`config.mk`:
```
export PLATFORM = sky130hd
export DESIGN_NAME = mem_dump_tx
export DESIGN_NICKNAME = d
export VERILOG_FILES = /design/src/rtl/mem_dump_tx.sv
export SDC_FILE = /design/constraint.sdc
export NUM_CORES = 1
export LEC_CHECK = 0
export BUFFER_PORTS_ARGS = -buffer_cell sky130_fd_sc_hd__buf_2
export CAP_MARGIN = 20
export CELL_PAD_IN_SITES_DETAIL_PLACEMENT = 1
export CELL_PAD_IN_SITES_GLOBAL_PLACEMENT = 1
export CORE_UTILIZATION = 35
export CTS_BUF_LIST = sky130_fd_sc_hd__clkbuf_8
export CTS_CLUSTER_SIZE = 10
export DETAILED_ROUTE_END_ITERATION = 8
export PLACE_DENSITY_LB_ADDON = 0.1
export SLEW_MARGIN = 15
export SYNTH_ARGS = -nofsm -noshare
export SYNTH_HDL_FRONTEND = slang
export SYNTH_SLANG_ARGS = --single-unit
```
`constraint.sdc`:
```
create_clock -name clk_50mhz -period 4.38 [get_ports clk_50mhz]
set_input_delay 0.657 -clock clk_50mhz [delete_from_list [all_inputs] [get_ports clk_50mhz]]
set_output_delay 0.657 -clock clk_50mhz [all_outputs]
set_load 0.005 [all_outputs]
```
`src/rtl/mem_dump_tx.sv`:
```
// Reads a block of 32-bit words from memory and streams them out as 8N1 UART bytes,
// little-endian, keeping a running XOR that can be appended as a trailer byte.
module mem_dump_tx #(
  parameter int unsigned CLKS_PER_BIT = 434,
  parameter int unsigned ADDR_W       = 23,
  parameter bit          SEND_XOR     = 1'b1
) (
  input  logic              clk_50mhz,
  input  logic              rst,
  input  logic              start,
  input  logic [ADDR_W-1:0] base_addr,
  input  logic [ADDR_W-1:0] word_count,
  output logic [ADDR_W-1:0] mem_addr,
  output logic              mem_rd,
  input  logic              mem_valid,
  input  logic [31:0]       mem_data,
  output logic              tx,
  output logic              busy,
  output logic              done,
  output logic [7:0]        xorc
);

  localparam int unsigned CntW = (CLKS_PER_BIT > 1) ? $clog2(CLKS_PER_BIT) : 1;

  typedef enum logic [2:0] {StIdle, StFetch, StSend, StTrailer, StFinish} state_e;

  state_e            r_state;
  state_e            w_state_next;
  logic [ADDR_W-1:0] r_addr;
  logic [ADDR_W-1:0] r_remaining;
  logic [31:0]       r_word;
  logic [1:0]        r_byte_idx;
  logic [3:0]        r_bit_idx;
  logic [CntW-1:0]   r_clk_cnt;
  logic [7:0]        r_xorc;

  logic       w_in_frame;
  logic       w_bit_end;
  logic       w_frame_end;
  logic       w_frame_first;
  logic [7:0] w_frame_byte;
  logic [2:0] w_bit_sel;

  assign w_in_frame    = (r_state == StSend) || (r_state == StTrailer);
  assign w_bit_end     = w_in_frame && (r_clk_cnt == CntW'(CLKS_PER_BIT - 1));
  assign w_frame_end   = w_bit_end && (r_bit_idx == 4'd9);
  assign w_frame_first = (r_bit_idx == 4'd0) && (r_clk_cnt == '0);
  assign w_frame_byte  = (r_state == StTrailer) ? r_xorc : r_word[{r_byte_idx, 3'b000} +: 8];
  assign w_bit_sel     = 3'(r_bit_idx - 4'd1);

  // State register
  always_ff @(posedge clk_50mhz) begin
    if (rst) begin
      r_state <= StIdle;
    end else begin
      r_state <= w_state_next;
    end
  end

  // Next-state logic
  always_comb begin
    w_state_next = r_state;
    unique case (r_state)
      StIdle: begin
        if (start) begin
          w_state_next = (word_count == '0) ? StFinish : StFetch;
        end
      end
      StFetch: begin
        if (mem_valid) begin
          w_state_next = StSend;
        end
      end
      StSend: begin
        if (w_frame_end && (r_byte_idx == 2'd3)) begin
          if (r_remaining != ADDR_W'(1)) begin
            w_state_next = StFetch;
          end else begin
            w_state_next = SEND_XOR ? StTrailer : StFinish;
          end
        end
      end
      StTrailer: begin
        if (w_frame_end) begin
          w_state_next = StFinish;
        end
      end
      StFinish: w_state_next = StIdle;
      default:  w_state_next = StIdle;
    endcase
  end

  // Datapath: address/count, word buffer, bit timing and running XOR
  always_ff @(posedge clk_50mhz) begin
    if (rst) begin
      r_addr      <= '0;
      r_remaining <= '0;
      r_word      <= '0;
      r_byte_idx  <= '0;
      r_bit_idx   <= '0;
      r_clk_cnt   <= '0;
      r_xorc      <= '0;
    end else begin
      if ((r_state == StIdle) && start) begin
        r_addr      <= base_addr;
        r_remaining <= word_count;
        r_xorc      <= '0;
      end
      if ((r_state == StFetch) && mem_valid) begin
        r_word     <= mem_data;
        r_byte_idx <= '0;
        r_bit_idx  <= '0;
        r_clk_cnt  <= '0;
      end
      if (w_in_frame) begin
        // Fold each data byte in as its start bit begins; the trailer is not folded.
        if ((r_state == StSend) && w_frame_first) begin
          r_xorc <= r_xorc ^ w_frame_byte;
        end
        if (w_bit_end) begin
          r_clk_cnt <= '0;
          if (r_bit_idx == 4'd9) begin
            r_bit_idx <= '0;
            if (r_state == StSend) begin
              r_byte_idx <= r_byte_idx + 2'd1;
              if (r_byte_idx == 2'd3) begin
                r_remaining <= r_remaining - ADDR_W'(1);
                r_addr      <= r_addr + ADDR_W'(1);
              end
            end
          end else begin
            r_bit_idx <= r_bit_idx + 4'd1;
          end
        end else begin
          r_clk_cnt <= r_clk_cnt + CntW'(1);
        end
      end
    end
  end

  // Outputs
  always_comb begin
    tx       = 1'b1;
    mem_rd   = (r_state == StFetch);
    done     = (r_state == StFinish);
    busy     = (r_state != StIdle);
    mem_addr = r_addr;
    xorc     = r_xorc;
    if (w_in_frame) begin
      if (r_bit_idx == 4'd0) begin
        tx = 1'b0;
      end else if (r_bit_idx <= 4'd8) begin
        tx = w_frame_byte[w_bit_sel];
      end
    end
  end

endmodule
```
==> run_results.csv <==
group,metric,value,unit
clock_tree,post_cts.repair.setup_buffers,0,
sta,setup_viol,0,
critical_path,crit_path_end_kind,"primary output",
layout,final_core_utilization,41.58,%
yosys,yosysSeqAreaShare,36.13,%
detailed_routing,initialDrtViolationCount,266,
critical_path,crit_path_cell_trace,"mux4_2 -> mux4_1 -> mux2_2 -> nor4_2 -> a21oi_1 -> buf_2",
yosys,synth.lib_cells_used.distinct,69,
hold_path,classification_of_the_worst_slack_hold_path,"flop to flop",
layout,mostFrequentLayoutCell,"buf_2",
floorplanning,floorplan.initialDensity,36.01,%
critical_path,critical_path.max_fanout,11,
floorplanning,row_count,46,
sta,total_count_of_hold_check_failures_in_the_final_report,0,
sta,max-slew-margin-rel,30.13,%
floorplanning,dieArea,0.01698,mm2
clock_tree,cts-hold-fix-buffers,0,
layout,post_route_cells_drive_above_1_share,19.61,%
critical_path,worst_setup_path_startpoint,"r_byte_idx[0]$_SDFF_PP0_",
detailed_routing,finalWirelength,18980,um
yosys,ys.warnings.count,0,
critical_path,timing.critical_path.max_delay_family,"multiplexers",
place,hpwlAfterDp,13690,um
global_routing,grt_first_pass_wirelength,30750,um
sta,setup_tns,0,ns
power_and_ir_drop,vdd_drop_max,154.5,uV
layout,flow.area_growth_from_synthesis,15.46,%
global_routing,grt_pass1_vias,5955,
critical_path,worstSetupStartpointType,"flop",
global_routing,largest_net_degree_at_the_start_of_global_routing,49,
sta,worstMarginPinSlew,1.048,ns
clock_tree,h_tree_lvl_count,3,
clock_tree,ctsLongestPathBuffers,2,
power_and_ir_drop,power.density,419.4,mW/mm2
floorplanning,chipHeight,130.3,um
flow_run,max_cap_viol_count,0,
critical_path,timing.rr.start,"r_state[1]$_SDFFE_PP0P_",
place,buffer_ports.inserted,116,
yosys,synthesized_nets,820,
clock_tree,cts.reportedPaths.clkPinSlew,0.11,ns
layout,instances_no_fill,1032,
yosys,yosysTopAreaCellShare,36.13,%
global_routing,number_of_antenna_violations_at_the_first_check_in_global_routing,0,
power_and_ir_drop,report.power.total,2.790,mW
clock_tree,tritoncts,"yes",
yosys,ys.flop_type,"dfxtp_1",
clock_tree,root_buffer_cell,"clkbuf_8",
status,outcome,"finished clean",
floorplanning,die_width,130.3,um
yosys,synth_top_cells_by_area,"dfxtp_1 36%, nand2_1 7.0%, a21oi_1 6.5%",
clock_tree,cts_made_buffers,9,
floorplanning,fp.coreArea,0.01600,mm2
clock_tree,cts_resized,0,
layout,num_antenna_cells,0,
detailed_routing,drc,0,
sta,fin_skew,0.01194,ns
critical_path,crit_buf_inv,1,
sta,grt_setup_unrepaired,"false",
sta,layout_worst_path_cycle_share,81.20,%
detailed_routing,final_antenna_net_count,0,
critical_path,critical_path_required,3.72,ns
place,detailed_place.area,0.006466,mm2
place,placedCellCount,1016,
sta,final.min_clock_period,3.557,ns
sta,peak_freq,281.2,MHz
layout,mostFrequentLayoutCells,"116 x buf_2, 107 x nand2_1, 104 x dfxtp_1",
layout,layout.cell_area.non_filler,0.006653,mm2
critical_path,timing.setup.critical_path_class,"flop to primary output",
place,place.gp.congestion,0.8470,
yosys,synth_enable_flop_cells,0,
clock_tree,clkSinkCount,104,
detailed_routing,routed_via_density,5.675,
yosys,yosys.area.top_type,"dfxtp_1",
detailed_routing,detail_route.first_pass.iterations,4,
yosys,async_flop_share,0,%
floorplanning,i_o_pin_count,117,
global_routing,grt-ovfl-total,0,
detailed_routing,route.vias.total,5857,
yosys,synthCells,727,
yosys,number_of_flip_flops_and_latches_in_the_synthesized_netlist,104,
hold_path,worst_hold_startpoint,"r_word[16]$_SDFFE_PP0P_",
layout,number_of_nets_in_the_finished_design,904,
yosys,synth.avg_cell_area,7.925,um2
critical_path,worst_path_largest_cell_delay,0.71,ns
detailed_routing,route.detailed.wl_per_inst,18.39,um
yosys,post_synth_design_cell_area,0.005762,mm2
sta,timing.final.max_slew_violations,0,
critical_path,signal_arrival_time_at_the_worst_endpoint,2.90,ns
clock_tree,worstSkewPairLatency,0.39,ns
global_routing,grtUsageTotal,23.35,%
critical_path,critical_path.slowest_cell,"dfxtp_1",
power_and_ir_drop,leakagePower,2.392,nW
## cell type report
cell class                 count  area, um2
clock buffer                   9      123.9
clock inverter                 7      62.56
fill                        2034       9348
inverter                      12      45.04
multi-input combinational    559       3421
sequential                   104       2082
tap                          216      270.3
timing repair buffer         125      648.1
## through the flow
| stage | setup WS, ns | hold slack, ns |
|---|---|---|
| after floorplan | 1.796 | 0.4315 |
| after global placement | 1.285 | 0.4414 |
| after detailed placement | 1.231 | 0.4526 |
| after CTS | 0.7655 | 0.4681 |
| after global routing | 0.6108 | 0.4817 |
| final | 0.8233 | 0.4659 |
## logic make-up (layout without fill, tap and decap cells)
logic type,after synthesis,after routing,share of synthesized area [%]
AOI/OAI and AO/OA,196,196,21.17
DFF,104,104,36.13
xor gates and xnor gates,10,10,1.520
buffers and inverters,64,153,4.647
muxes,13,13,4.712
adders and majority gates,11,11,2.389
and+or+nand+nor,329,329,29.42
## cells in the mapped netlist, drive strengths merged, types with 2 or more instances
cell and n:
nand2 107, dfxtp 104, a21oi 76, nor2 56
clkbuf 37, nor3 35, o21ai 34, nand3 24
a31oi 18, nor4 18, or3 16, buf 15
a211oi 13, inv 12, ha 11, nand4 11
a311oi 10, mux4 10, xnor2 9, a22oi 8
and3 8, nand2b 8, nor3b 8, or4 7
nand3b 6, and2 5, and4 5, o211ai 5
o311ai 5, o21a 4, o21bai 4, o31ai 4
o31a 3, or2 3, a31o 2, a41oi 2
and3b 2, mux2i 2, nand4bb 2, nor2b 2
o2bb2a 2
## power by group
part / internal (mW) / total (mW) / leakage, nW / switching (mW)
clock: 0.220 / 0.612 / 0.0927 / 0.393
combinational: 0.357 / 0.933 / 1.45 / 0.576
sequential: 1.08 / 1.24 / 0.848 / 0.164
## worst min-delay path: stages (launching register included)
cell and delay (ns):
dfxtp_1 0.32, nand2_1 0.05, a21oi_1 0.05
## registers in the layout, summed over array words and instances (netlist names)
register and flops:
r_word 32, mem_addr 23, r_remaining 23, r_clk_cnt 9
xorc 8, r_bit_idx 4, r_state 3, r_byte_idx 2
## worst paths after layout
check                            endpoint  slack, ns  depth (start not counted)
hold / removal    r_word[16]$_SDFFE_PP0P_       0.47                          2
setup / recovery                       tx       0.82                          6
setup reg to reg   mem_addr[7]$_SDFF_PP0_       1.45                          5
hold reg to reg   r_word[16]$_SDFFE_PP0P_       0.47                          2
## metal layers
| layer | vias to the layer above | routed length, um | global-route usage [%] |
|---|---|---|---|
| met3 | 19 | 582 | 2.829 |
| met5 | - | 0 | 0 |
| met2 | 107 | 9344 | 41.49 |
| li1 | 2846 | - | - |
| met4 | 0 | 269 | 7.250 |
| met1 | 2885 | 8785 | 29.32 |
No activity file was read; power rests on OpenSTA's default activity.
